**src/rtl/alu_cmd_sequencer.sv**
```systemverilog
`default_nettype none
// ============================================================================
//  Module   : alu_cmd_sequencer
//  Purpose  : Initiator side of the alu interface. Buffers (a, b, s) commands
//             from a valid/ready source in a small FIFO, issues them one at a
//             time onto registered alu inputs, waits SETTLE cycles, captures
//             alu_z and returns it over a valid/ready response channel.
//  Ports    : clk, rst                  - clock, synchronous active-high reset
//             cmd_valid/cmd_ready       - command handshake (cmd_ready = !full)
//             cmd_a, cmd_b, cmd_s       - command operands and opcode
//             alu_a, alu_b, alu_s       - registered drive to the alu
//             alu_z                     - combinational alu result
//             rsp_valid/rsp_ready       - response handshake
//             rsp_z, rsp_s              - captured result and its opcode
//             busy                      - FIFO non-empty or FSM not idle
//             rsp_cnt                   - completed responses, wraps at 256
//  Revision : 1.0 - initial release
// ============================================================================
module alu_cmd_sequencer #(
    parameter int WIDTH  = 8,
    parameter int SEL_W  = 3,
    parameter int DEPTH  = 4,
    parameter int SETTLE = 1
) (
    input  logic             clk,
    input  logic             rst,
    input  logic             cmd_valid,
    output logic             cmd_ready,
    input  logic [WIDTH-1:0] cmd_a,
    input  logic [WIDTH-1:0] cmd_b,
    input  logic [SEL_W-1:0] cmd_s,
    output logic [WIDTH-1:0] alu_a,
    output logic [WIDTH-1:0] alu_b,
    output logic [SEL_W-1:0] alu_s,
    input  logic [WIDTH-1:0] alu_z,
    output logic             rsp_valid,
    input  logic             rsp_ready,
    output logic [WIDTH-1:0] rsp_z,
    output logic [SEL_W-1:0] rsp_s,
    output logic             busy,
    output logic [7:0]       rsp_cnt
);

    localparam int c_PTR_W = $clog2(DEPTH);
    localparam int c_CNT_W = $clog2(DEPTH + 1);

    localparam logic [c_PTR_W-1:0] c_PTR_ONE  = c_PTR_W'(1);
    localparam logic [c_CNT_W-1:0] c_CNT_ONE  = c_CNT_W'(1);
    localparam logic [c_CNT_W-1:0] c_CNT_FULL = c_CNT_W'(DEPTH);
    localparam logic [3:0]         c_SETTLE   = 4'(SETTLE);

    localparam logic [1:0] c_ST_IDLE  = 2'd0;
    localparam logic [1:0] c_ST_DRIVE = 2'd1;
    localparam logic [1:0] c_ST_RESP  = 2'd2;

    // ------------------------------------------------------------------------
    // Command FIFO
    // ------------------------------------------------------------------------
    logic [WIDTH-1:0]   r_mem_a [DEPTH];
    logic [WIDTH-1:0]   r_mem_b [DEPTH];
    logic [SEL_W-1:0]   r_mem_s [DEPTH];
    logic [c_PTR_W-1:0] r_wr_ptr;
    logic [c_PTR_W-1:0] r_rd_ptr;
    logic [c_CNT_W-1:0] r_count;
    logic               r_head_valid;

    logic               w_full;
    logic               w_push;
    logic               w_pop;
    logic               w_capture;
    logic               w_rsp_done;

    logic [1:0]         r_state;
    logic [1:0]         w_state_next;
    logic [3:0]         r_settle_cnt;

    logic [WIDTH-1:0]   r_alu_a;
    logic [WIDTH-1:0]   r_alu_b;
    logic [SEL_W-1:0]   r_alu_s;
    logic               r_rsp_valid;
    logic [WIDTH-1:0]   r_rsp_z;
    logic [SEL_W-1:0]   r_rsp_s;
    logic [7:0]         r_rsp_cnt;

    assign w_full = (r_count == c_CNT_FULL);
    // A full FIFO refuses pushes even in a cycle that pops.
    assign w_push = cmd_valid && !w_full;

    always_ff @(posedge clk) begin
        if (w_push) begin
            r_mem_a[r_wr_ptr] <= cmd_a;
            r_mem_b[r_wr_ptr] <= cmd_b;
            r_mem_s[r_wr_ptr] <= cmd_s;
        end
    end

    always_ff @(posedge clk) begin
        if (rst) begin
            r_wr_ptr     <= '0;
            r_rd_ptr     <= '0;
            r_count      <= '0;
            r_head_valid <= 1'b0;
        end else begin
            if (w_push) r_wr_ptr <= r_wr_ptr + c_PTR_ONE;
            if (w_pop)  r_rd_ptr <= r_rd_ptr + c_PTR_ONE;
            case ({w_push, w_pop})
                2'b10:   r_count <= r_count + c_CNT_ONE;
                2'b01:   r_count <= r_count - c_CNT_ONE;
                default: r_count <= r_count;
            endcase
            // Issue eligibility lags occupancy by one cycle: an entry written
            // at edge E is first issued at E+2, keeping the issue decision
            // off the upstream push path. After a pop the FSM spends at least
            // two cycles outside IDLE, so the lag never issues a stale entry.
            r_head_valid <= (r_count != '0);
        end
    end

    // ------------------------------------------------------------------------
    // FSM: state register
    // ------------------------------------------------------------------------
    always_ff @(posedge clk) begin
        if (rst) r_state <= c_ST_IDLE;
        else     r_state <= w_state_next;
    end

    // FSM: next state
    always_comb begin
        w_state_next = r_state;
        case (r_state)
            c_ST_IDLE:  if (r_head_valid && (r_count != '0)) w_state_next = c_ST_DRIVE;
            c_ST_DRIVE: if (r_settle_cnt == 4'd1)             w_state_next = c_ST_RESP;
            c_ST_RESP:  if (rsp_ready)                        w_state_next = c_ST_IDLE;
            default:                                          w_state_next = c_ST_IDLE;
        endcase
    end

    // FSM: outputs (datapath strobes)
    always_comb begin
        w_pop      = 1'b0;
        w_capture  = 1'b0;
        w_rsp_done = 1'b0;
        case (r_state)
            c_ST_IDLE:  w_pop      = r_head_valid && (r_count != '0);
            c_ST_DRIVE: w_capture  = (r_settle_cnt == 4'd1);
            c_ST_RESP:  w_rsp_done = r_rsp_valid && rsp_ready;
            default: ;
        endcase
    end

    // ------------------------------------------------------------------------
    // Datapath: alu drive, settle counter, response capture
    // ------------------------------------------------------------------------
    always_ff @(posedge clk) begin
        if (rst) begin
            r_alu_a      <= '0;
            r_alu_b      <= '0;
            r_alu_s      <= '0;
            r_settle_cnt <= '0;
            r_rsp_valid  <= 1'b0;
            r_rsp_z      <= '0;
            r_rsp_s      <= '0;
            r_rsp_cnt    <= '0;
        end else begin
            // alu inputs move only on an issue, so z is stable in DRIVE/RESP.
            if (w_pop) begin
                r_alu_a      <= r_mem_a[r_rd_ptr];
                r_alu_b      <= r_mem_b[r_rd_ptr];
                r_alu_s      <= r_mem_s[r_rd_ptr];
                r_rsp_s      <= r_mem_s[r_rd_ptr];
                r_settle_cnt <= c_SETTLE;
            end else if (r_state == c_ST_DRIVE) begin
                r_settle_cnt <= r_settle_cnt - 4'd1;
            end
            if (w_capture) begin
                r_rsp_z     <= alu_z;
                r_rsp_valid <= 1'b1;
            end
            if (w_rsp_done) begin
                r_rsp_valid <= 1'b0;
                r_rsp_cnt   <= r_rsp_cnt + 8'd1;
            end
        end
    end

    assign cmd_ready = !w_full;
    assign alu_a     = r_alu_a;
    assign alu_b     = r_alu_b;
    assign alu_s     = r_alu_s;
    assign rsp_valid = r_rsp_valid;
    assign rsp_z     = r_rsp_z;
    assign rsp_s     = r_rsp_s;
    assign rsp_cnt   = r_rsp_cnt;
    assign busy      = (r_count != '0) || (r_state != c_ST_IDLE);

endmodule
`default_nettype wire
```
**config.mk**
```make
export PLATFORM = sky130hd
export DESIGN_NAME = alu_cmd_sequencer
export DESIGN_NICKNAME = d
export VERILOG_FILES = /design/src/rtl/alu_cmd_sequencer.sv
export SDC_FILE = /design/constraint.sdc
export NUM_CORES = 1
export LEC_CHECK = 0
export ABC_AREA = 1
export CORE_MARGIN = 8
export CORE_UTILIZATION = 25
export DETAILED_ROUTE_END_ITERATION = 6
export HOLD_SLACK_MARGIN = 0.05
export PLACE_DENSITY = 0.4
export REMOVE_ABC_BUFFERS = 1
export SLEW_MARGIN = 25
export SYNTH_ARGS = -nofsm -noshare
export SYNTH_HDL_FRONTEND = slang
export SYNTH_SLANG_ARGS = --single-unit
```
**constraint.sdc**
```tcl
create_clock -name clk -period 4.47 [get_ports clk]
set_input_delay 1.1175 -clock clk [delete_from_list [all_inputs] [get_ports clk]]
set_output_delay 1.1175 -clock clk [all_outputs]
set_load 0.01 [all_outputs]
```
After elaboration in Yosys (flattened, before gate mapping):

Memories as Yosys holds them, arrays and structs flattened. A register that Yosys moved wholly into a read port is not among the register bits.
Index checks and enable logic that the tools add are counted.

* add/sub/neg operators: 6
* eq/ne operators: 9
* multiplexer cells: 12
* reductions and logical operators: 13

Operators by type and width (number)
* adder 8 x 1 -> 8 bit, second input constant: 1
* two-way mux 1 bit: 7
* two-way mux 2 bit: 3
* != test 2 bit, second input constant: 3
* one-hot mux 2 bit (3 select lines): 1
* one-hot mux 3 bit (2 select lines): 1
* nonzero test 2 bit: 3
* adder 2 x 1 -> 2 bit, second input constant: 2
* == test 2 x 1 -> 1 bit, second input constant: 2
* == test 2 bit, second input constant: 2
* == test 4 x 1 -> 1 bit, second input constant: 1
* OR reduction 2 bit: 2
* subtractor 4 x 1 -> 4 bit, second input constant: 1
* adder 3 x 1 -> 3 bit, second input constant: 1
* == test 3 bit, second input constant: 1
* logical AND 1 bit: 3
* AND reduction 3 bit: 1
* nonzero test 3 bit: 1
* subtractor 3 x 1 -> 3 bit, second input constant: 1
* logical NOT 2 bit: 1
* logical NOT 1 bit: 1
* logical OR 1 bit: 1

* register bits: 31
* bits in writable memories: 76
* bits of input ports: 31
* output and inout bits: 41
* logic and storage cells: 53
* memories: 3

Memories
* r_mem_a: depth 4, bits a word 8, read ports 1, clocked after Yosys merged registers in 1, write ports 1, line 59 `logic [WIDTH-1:0] r_mem_a [DEPTH];`
* r_mem_b: depth 4, bits a word 8, read ports 1, clocked after Yosys merged registers in 1, write ports 1, line 60 `logic [WIDTH-1:0] r_mem_b [DEPTH];`
* r_mem_s: depth 4, bits a word 3, read ports 1, clocked after Yosys merged registers in 1, write ports 1, line 61 `logic [SEL_W-1:0] r_mem_s [DEPTH];`

Logic depth before layout (Yosys ltp):

Gate-level depths: netlist (run 1).

* depth in word-level cells: 5
* depth in mapped cells: 12
* gate-level depth less buffers: 11

Worst setup path before layout (run 1):

Ideal clock, no wire load.

* kind: in2reg
* from: input port cmd_valid
* to: memory r_mem_a[0][0] (enable)
* setup time: 395 ps
* arrival time: 2112 ps
* data required time: 4075 ps
* slack: 1964 ps
* cell stages on the path: 2
* cells stage by stage: nand2_1 nor2_1

* cells in the longest elaborated chain, start to end: 3

Ends and longest elaborated chain
* start, declared: line 27 `input logic cmd_valid,`
* logical AND 1 bit: line 87 `assign w_push = cmd_valid && !w_full;`
* two-way mux 1 bit: line 90 `if (w_push) begin`
* two-way mux 1 bit (implied by the code): line 91 `r_mem_a[r_wr_ptr] <= cmd_a;`
* end, declared: line 59

Every way passes these cells.

Worst setup path after layout (run 1):

* from: register r_count[0]
* to: output port busy

* cells in the longest elaborated chain, start to end: 2

Ends and longest elaborated chain
* start, declared: line 64 `logic [c_CNT_W-1:0] r_count;`
* start signal, assigned: line 107 `2'b10: r_count <= r_count + c_CNT_ONE;`
* start signal, assigned: line 108 `2'b01: r_count <= r_count - c_CNT_ONE;`
* start signal, assigned: line 109 `default: r_count <= r_count;`
* nonzero test 3 bit: line 194 `assign busy = (r_count != '0) || (r_state != c_ST_IDLE);`
* logical OR 1 bit: line 194
* end, declared: line 40 `output logic busy,`

Every way passes these cells.

==> results of run 1 <==
-- area by class of cell --
| class | count | area share, % |
|---|---|---|
| Timing Repair Buffer | 78 | 11.65 |
| Tap cell | 265 | 5.061 |
| Clock buffer | 18 | 6.551 |
| Inverter | 30 | 1.719 |
| Clock inverter | 14 | 2.559 |
| Multi-Input combinational cell | 303 | 22.35 |
| Sequential cell | 126 | 50.11 |
-- through the flow --
stage | area, sq um | cells
after floorplan | 4850 | 459
after global placement | 5954 | 802
after detailed placement | 5954 | 802
after CTS | 6551 | 834
after global routing | 6551 | 834
final | 6551 | 834
-- worst reg2reg max path, stage by stage, from the launching register on --
cell and delay (ns):
dfxtp_1 0.38, nor2_4 0.17, nand2_2 0.08, nor2_4 0.57
ha_1 0.27, inv_1 0.07, fa_1 0.37, or2_2 0.30
nand2_1 0.08, o21ai_0 0.07, a21oi_1 0.14
-- sequential cells by signal, summed over array words and instances, names as in the netlist --
signal,count
rsp_s,3
r_head_valid,1
r_mem_s,12
r_mem_b,32
alu_a,8
rsp_z,8
r_mem_a,32
r_rd_ptr,2
r_settle_cnt,4
r_count,3
alu_b,8
rsp_valid,1
rsp_cnt,8
r_state,2
r_wr_ptr,2
-- placed cells by master (no fill, tap or decap) --
master	netlist	final
buf_4	6	7
clkinvlp_4	0	3
clkinv_4	0	2
or2_0	1	1
o21ai_1	25	25
nand4_1	4	4
a31oi_1	1	1
xor2_1	2	2
clkbuf_1	10	1
nand2_2	2	2
nor3_1	1	1
inv_2	2	3
inv_6	0	2
nor2_1	134	130
nand3_2	1	1
nand2_1	25	25
edfxtp_1	76	76
nor2_2	1	5
clkinv_2	0	4
nand4_2	1	1
a21oi_1	15	15
bufinv_16	0	3
dfxtp_1	50	50
nand3_1	5	5
ha_1	8	8
fa_1	1	1
clkbuf_16	0	17
inv_1	28	27
xnor2_1	1	1
o21ai_0	70	70
or2_2	1	1
clkdlybuf4s50_1	0	71
nor2_4	4	4
-- kinds of logic after synthesis --
| kind of cell | synth area share (%) |
|---|---|
| flip-flops | 65.80 |
| AO/OA/AOI/OAI | 11.16 |
| adder cells (fa/ha/maj) | 2.407 |
| AND/OR/NAND/NOR | 15.04 |
| buffers and inverters | 5.065 |
| XOR/XNOR | 0.5267 |
-- power breakdown --
part | leakage (nW) | switching, mW | internal, mW
Clock | 0.286 | 0.516 | 0.876
Sequential | 1.10 | 0.0357 | 1.32
Combinational | 0.947 | 0.238 | 0.164
-- routing by layer --
metal / part of all wire (%) / global-route usage [%]
met2: 46 / 16.53
met1: 46 / 11.95
met3: 6.5 / 3.976
met4: 1.1 / 3.536
met5: 0 / 0
-- how the worst max path moves through the flow --
stage	slack (ns)	depth (start not counted)	to
CTS	1.60	5	busy
floorplan	1.96	2	r_mem_a[0][0]
global route	1.50	5	busy
detailed placement	1.34	9	r_count[2]
finish	1.65	5	busy
global placement	1.35	9	r_count[2]
==> impl_metrics.toml, run 1 <==
[clock_network]
cts-resized-gates = 0
htreeDepth = 4
root_buffer = "clkbuf_16"
cts_setup_buffers = 0
cts_hold_buf = 0
cts_tree = "done"
clkSinkCount = 126
clkLatencyLatePin_ns = 0.42
path_clk_slew_ns = 0.06
cts_buffers = 17
clk_path_buf_depth = 2

[setup_path]
crit_top_cell = "inv_1"
cp_max_fo = 5
cp_top_family = "buffers and inverters"
crit_chain = "inv_1, nand3_1, inv_1, nand2_1, clkdlybuf4s50_1"
r2r_setup_slack_ns = 1.90
critPathArrivalTime_ns = 1.71
crit_type = "reg -> out"
crit_path_max_incr_delay_ns = 0.51
cp_slowest_cell = "clkdlybuf4s50_1"
worstSetupStartpointType = "register"
critPathLaunch = "r_count[0]"
path_buf_inv = 3
required_ns = 3.35
critPathCaptureType = "output port"
r2r_end = "r_count[2]"
reg2reg_from = "r_state[1]"
rr_worst_depth = 10

[sta]
fin_tns_setup_ns = 0
fmax_mhz = 354.2
whs_ns = 0.4790
hold_viol = 0
worst_slack_ns = 1.647
drv_slew = 0
period_share_pct = 63.15
period_minus_slack_ns = 2.823
finalSetupViolations = 0
fin_skew_ns = 0.007358
worst-slew-pin-transition_ns = 0.7110
rsz0062_at_grt = "no"
max_slew_margin_pct = 52.49

[placed_design]
port-buffer-count = 71
pre_cts_ws_ns = 1.341
dp_hpwl_um = 7295
place_congestion = 0.7238

[global_route]
first_global_vias = 3539
grt_max_degree = 42
globalRoute.totalOverflow = 0
grtUsageTotal_pct = 10.14
grt_pass1_wl_um = 18980
antenna_found_initial = 0

[power_and_ir_drop]
powerDensity_nw_per_um2 = 480.7
total_power_mw = 3.149
leakagePower_nw = 2.337
ir_drop_mv = 0.2513

[floorplanning]
dieArea_sq_um = 24740
start_util_pct = 25.55
num_rows = 51
fp.coreArea_sq_um = 19530
die_w_um = 157.3
io_pins = 72
die_h_um = 157.3

[layout]
drive_gt1_share_pct = 9.666
multiInputGateArea_sq_um = 1464
final_nets = 596
post-route-util_pct = 33.55
regArea_sq_um = 3283
synthToLayoutAreaGrowth_pct = 31.29
nFillCells = 2000
num_antenna_cells = 0

[synthesis]
synth.avg_cell_area_sq_um = 10.31
yosysMostFrequentCell = "nor2_1"
ys_warn_count = 0
synth.cell_area_sq_um = 4990
ys.flop_type = "edfxtp_1"
synth_common_cells = "nor2_1 (134), edfxtp_1 (76), o21ai_0 (70), dfxtp_1 (50), inv_1 (28)"
netlist.area_leader.share_pct = 45.74
synth_edf_count = 76
ys_seq_area_share_pct = 65.80
synth.distinct_cells = 28
yosys_register_bits = 126
synth.largest_area_cell = "edfxtp_1"
async_flop_share_pct = 0
syn_inst = 484
synthTopCellsByArea = "edfxtp_1 (46%), dfxtp_1 (20%), nor2_1 (10%)"

[run_status]
status = "finished, final reports clean"

[route]
drt_iter0_markers = 172
routed_via_density = 4.149
via_count = 3460
wl_um = 11900
remaining_drc_errors = 0
first_pass_iters = 5
wire_per_inst_um = 14.27
ant_nets = 0

[worst_hold_path]
whs_endpoint = "r_settle_cnt[1]"
holdPathStages = 2
hp-class = "reg -> reg"
hold_start = "r_settle_cnt[1]"

[flow_run]
drv_cap = 0
(Power assumes the default switching activity.)
==> inputs of run 2 (changes only) <==
Clock period 4.47 ns to 2.9 ns, I/O delays scaled along.
==> run 2 against run 1 <==
  * Global-route usage hardly changed
  * Clock power is 40% higher
  * Non-clock buffer count is 7 higher
  * Via count is 1.3% higher
  * Critical path depth stayed put
  * Hold slack better by 0.0033 ns
  * Utilization is 0.24 points higher
  * Final area is 0.71% higher
  * Count of clock-buffer cells in the layout is 3 higher
==> impl_metrics.toml, run 2 (synthesis gave the netlist of run 1 again) <==
[run_status]
status = "finished, final reports clean"

[clock_network]
clkLatencyLatePin_ns = 0.41
cts_setup_buffers = 0
path_clk_slew_ns = 0.05
root_buffer = "clkbuf_16"
cts_tree = "done"
clkSinkCount = 126
clk_path_buf_depth = 2
cts-resized-gates = 0
htreeDepth = 4
cts_hold_buf = 0
cts_buffers = 17

[route]
via_count = 3506
drt_iter0_markers = 137
wl_um = 11830
remaining_drc_errors = 0
routed_via_density = 4.169
ant_nets = 0
wire_per_inst_um = 14.07
first_pass_iters = 5

[global_route]
antenna_found_initial = 0
grt_max_degree = 40
grt_pass1_wl_um = 19040
globalRoute.totalOverflow = 0
first_global_vias = 3541
grtUsageTotal_pct = 10.11

[setup_path]
crit_type = "reg -> out"
critPathCaptureType = "output port"
crit_path_max_incr_delay_ns = 0.51
cp_max_fo = 5
cp_slowest_cell = "clkdlybuf4s50_1"
crit_top_cell = "inv_1"
worstSetupStartpointType = "register"
required_ns = 2.17
crit_chain = "inv_1, nand3_1, inv_1, nand2_1, clkdlybuf4s50_1"
critPathArrivalTime_ns = 1.69

[placed_design]
dp_hpwl_um = 7737
place_congestion = 0.7716
port-buffer-count = 71

[power_and_ir_drop]
p_sw_mw = 1.202
intPower_mw = 3.470
power_frac_clock_pct = 41.7
powerDensity_nw_per_um2 = 708.1
sequentialPowerShare_pct = 44.7
power_frac_comb_pct = 13.6
ir_drop_mv = 0.3818
leakagePower_nw = 2.366
swShare_pct = 25.72

[floorplanning]
io_pins = 72
die_w_um = 157.3
start_util_pct = 25.55
die_h_um = 157.3
fp.coreArea_sq_um = 19530
num_rows = 51
dieArea_sq_um = 24740

[worst_hold_path]
hp-class = "reg -> reg"

[layout]
post-route-util_pct = 33.79
num_antenna_cells = 0
synthToLayoutAreaGrowth_pct = 32.22
reg_top3 = "r_mem_a: 32 flops, r_mem_b: 32 flops, r_mem_s: 12 flops"
final_nets = 603
multiInputGateArea_sq_um = 1464
drive_gt1_share_pct = 10.59
final_cell_mix = "nor2_1 (130), edfxtp_1 (76), clkdlybuf4s50_1 (71), o21ai_0 (70), dfxtp_1 (50)"
nFillCells = 2016
final_common_cell = "nor2_1"
regArea_sq_um = 3283

[flow_run]
drv_cap = 0

[sta]
rsz0062_at_grt = "no"
drv_slew = 0
fmax_mhz = 413.3
period_minus_slack_ns = 2.419
hold_viol = 0
fin_tns_setup_ns = 0
worst-slew-pin-transition_ns = 0.6989
fin_skew_ns = 0.007529
period_share_pct = 83.43
max_slew_margin_pct = 53.36
finalSetupViolations = 0
-- run 2: cell types whose count changed in the layout (fill, tap and decap cells not counted), sizes merged --
cell	previous run	this run
inv	32	33
clkbuf	18	21
clkinvlp	3	2
bufinv	3	0
buf	7	14
-- run 2: layout make-up --
class	count	share of cell area (%)
Clock buffer	21	7.131
Sequential cell	126	49.76
Inverter	30	1.707
Timing Repair Buffer	85	12.93
Tap cell	265	5.026
Clock inverter	11	1.252
Multi-Input combinational cell	303	22.19
-- run 2: through the flow --
| step | setup slack (ns) | hold slack, ns | instances | power (mW) | instance area, sq um |
|---|---|---|---|---|---|
| after detailed placement | 0.4546 | 0.4749 | 809 | 2.776 | 6045 |
| after global placement | 0.4709 | 0.4682 | 809 | 2.769 | 6045 |
| final | 0.4805 | 0.4823 | 841 | 4.672 | 6598 |
| after CTS | 0.4293 | 0.4826 | 841 | 4.761 | 6598 |
| after global routing | 0.3347 | 0.5023 | 841 | 4.921 | 6598 |
| after floorplan | 0.7653 | 0.4527 | 459 | 2.446 | 4850 |
-- run 2: final timing paths --
path / startpoint / to / slack, ns / cells after the start
max: r_count[0] / busy / 0.48 / 5
min: r_settle_cnt[1] / r_settle_cnt[1] / 0.48 / 2
max reg2reg: r_state[1] / r_count[2] / 0.93 / 10
min reg2reg: r_settle_cnt[1] / r_settle_cnt[1] / 0.48 / 2
-- run 2: power by group through the flow --
stage               combinational, mW  sequential, mW  clock [mW]
finish                          0.635            2.09        1.95
CTS                             0.656            2.09        2.02
floorplan                       0.288            2.16           0
detailed placement              0.651            2.13           0
global placement                0.645            2.12           0
global route                    0.724            2.10        2.10
-- run 2: per-layer routing --
layer / wire (um) / part of all wire, % / vias to the layer above / track usage, %
li1: - / - / 1790 / -
met1: 5572 / 47 / 1640 / 12.33
met2: 5391 / 46 / 68 / 15.99
met3: 760 / 6.4 / 8 / 4.305
met4: 103 / 0.87 / 0 / 2.856
met5: 0 / 0 / - / 0
-- run 2: critical path, delay by kind of cell, from the launching register on --
| family | cells | cell delay (ns) |
|---|---|---|
| AND/OR/NAND/NOR | 2 | 0.21 |
| flip-flops | 1 | 0.30 |
| buffers and inverters | 3 | 0.79 |
==> inputs of run 3 (changes only) <==
Settings changed: PLACE_DENSITY 0.4 to 0.41.
Clock period 2.9 ns to 2.1 ns, I/O delays scaled along.
==> run 3 against run 2 <==
  * Total power grew 41%
  * Hold slack improved by 0.0070 ns
  * Clock power grew 44%
  * Cell count is 0.95% higher
  * Global-route usage barely moved
  * Highest routed layer unchanged
  * Clock skew barely moved
  * Critical endpoint is now cmd_ready
  * Worst setup slack lost 0.38 ns
  * Largest power group unchanged
  * Via count rose by 2.2%
  * Combinational power increased by 41%
  * Critical path type unchanged
==> impl_metrics.toml, run 3 (synthesis gave the netlist of run 1 again) <==
[sta]
rsz0062_at_grt = "no"
period_minus_slack_ns = 1.995
drv_slew = 0
fin_skew_ns = 0.007353
worst-slew-pin-transition_ns = 0.4013
whs_ns = 0.4893
hold_viol = 0
fmax_mhz = 501.2
max_slew_margin_pct = 73.25
finalSetupViolations = 0
period_share_pct = 95.01

[layout]
nFillCells = 2020
final_nets = 611
regArea_sq_um = 3284
synthToLayoutAreaGrowth_pct = 33.90
drive_gt1_share_pct = 12.16
final_common_cell = "nor2_1"
reg_top3 = "r_mem_a: 32 flops, r_mem_b: 32 flops, r_mem_s: 12 flops"
final_area_sq_um = 6681
final_cell_mix = "nor2_1 (130), edfxtp_1 (76), o21ai_0 (70), clkdlybuf4s50_1 (70), dfxtp_1 (49)"
num_antenna_cells = 0
post-route-util_pct = 34.22
multiInputGateArea_sq_um = 1469

[setup_path]
r2r_end = "r_count[2]"
r2r_setup_slack_ns = 0.18
cp_slowest_cell = "clkdlybuf4s50_1"
worstSetupStartpointType = "register"
cp_max_fo = 3
critPathCaptureType = "output port"
crit_type = "reg -> out"
rr_worst_depth = 11
critPathArrivalTime_ns = 1.47
reg2reg_from = "r_count[2]"
required_ns = 1.57
crit_path_max_incr_delay_ns = 0.55
crit_chain = "inv_2, nand3_1, clkdlybuf4s50_1"

[floorplanning]
fp.coreArea_sq_um = 19530
num_rows = 51
dieArea_sq_um = 24740
io_pins = 72
die_h_um = 157.3
die_w_um = 157.3
start_util_pct = 25.55

[worst_hold_path]
holdPathStages = 2
hp-class = "reg -> reg"
whs_endpoint = "r_settle_cnt[1]"
hold_start = "r_settle_cnt[1]"

[power_and_ir_drop]
total_power_mw = 6.601
leakagePower_nw = 2.407
powerDensity_nw_per_um2 = 987.9
ir_drop_mv = 0.5243

[clock_network]
clkLatencyLatePin_ns = 0.41
root_buffer = "clkbuf_16"
clkSinkCount = 126
cts_tree = "done"
cts_buffers = 17
clk_path_buf_depth = 2
path_clk_slew_ns = 0.05
htreeDepth = 4

[run_status]
status = "finished, final reports clean"

[global_route]
grtUsageTotal_pct = 10.11
first_global_vias = 3613
met3_usage_pct = 4.003
met2_usage_pct = 16.30
use_met1_pct = 12.14
globalRoute.totalOverflow = 0
top_usage_layer = "met2"
grt_pass1_wl_um = 19160
grt_max_degree = 42
antenna_found_initial = 0

[route]
wl_um = 11910
drt_iter0_markers = 188
via_count = 3584
routed_via_density = 4.221
ant_nets = 0
first_pass_iters = 4
remaining_drc_errors = 0
wire_per_inst_um = 14.03

[placed_design]
dp_hpwl_um = 8025
dpl_cell_area_sq_um = 6105
place_congestion = 0.7424
port-buffer-count = 71

[flow_run]
drv_cap = 0
run 3: cell types whose count changed in the layout (fill, tap and decap cells not counted), sizes merged:
cell,change
clkdlybuf4s50,-1
clkbuf,-4
buf,+8
clkinv,+2
clkinvlp,+2
inv,-2
bufinv,+2
dlygate4sd2,+1
run 3: worst max-delay path, delay by kind of cell, from the launching register on:
family	cells	cell delay, ns
simple gates	1	0.11
buf+inv	2	0.61
flops	1	0.34
run 3: area by class of cell:
class / instances / area share (%)
Clock buffer: 17 / 6.367
Clock inverter: 15 / 2.191
Inverter: 30 / 1.685
Multi-Input combinational cell: 303 / 21.99
Sequential cell: 126 / 49.16
Tap cell: 265 / 4.963
Timing Repair Buffer: 93 / 13.65
run 3: how the worst max path moves through the flow:
stage | start | end | slack, ns | cells after the start
detailed placement | cmd_valid | r_count[2] | -0.16 | 9
finish | r_count[1] | cmd_ready | 0.10 | 3
CTS | r_count[0] | busy | 0.02 | 5
global placement | cmd_valid | r_count[2] | -0.12 | 9
floorplan | r_state[1] | r_count[2] | -0.03 | 10
global route | r_count[1] | r_count[2] | 0.0008 | 11
run 3: routing by layer:
layer / up-vias / wire, um / part of all wire [%]
met3: 11 / 752 / 6.3
li1: 1807 / - / -
met1: 1686 / 5491 / 46
met4: 0 / 102 / 0.86
met5: - / 0 / 0
met2: 80 / 5566 / 47
run 3: through the flow:
stage / cells / setup TNS (ns) / setup slack, ns
after floorplan: 459 / -0.03468 / -0.03468
after global placement: 817 / -0.1158 / -0.1158
after detailed placement: 817 / -0.1641 / -0.1641
after CTS: 849 / 0 / 0.01795
after global routing: 849 / 0 / 0.0008162
final: 849 / 0 / 0.1048
run 3: timing repair:
item,CTS,global route
resized for setup,1,4
pin swaps,0,1
buffers inserted,0,0
setup endpoints to repair,1,2
hold buffers,0,0
run 3: where the power goes:
part / total, mW / switching [mW] / internal [mW]
Sequential: 2.89 / 0.0833 / 2.81
Clock: 2.81 / 1.08 / 1.73
Combinational: 0.898 / 0.507 / 0.392
Total: 6.60 / 1.67 / 4.93
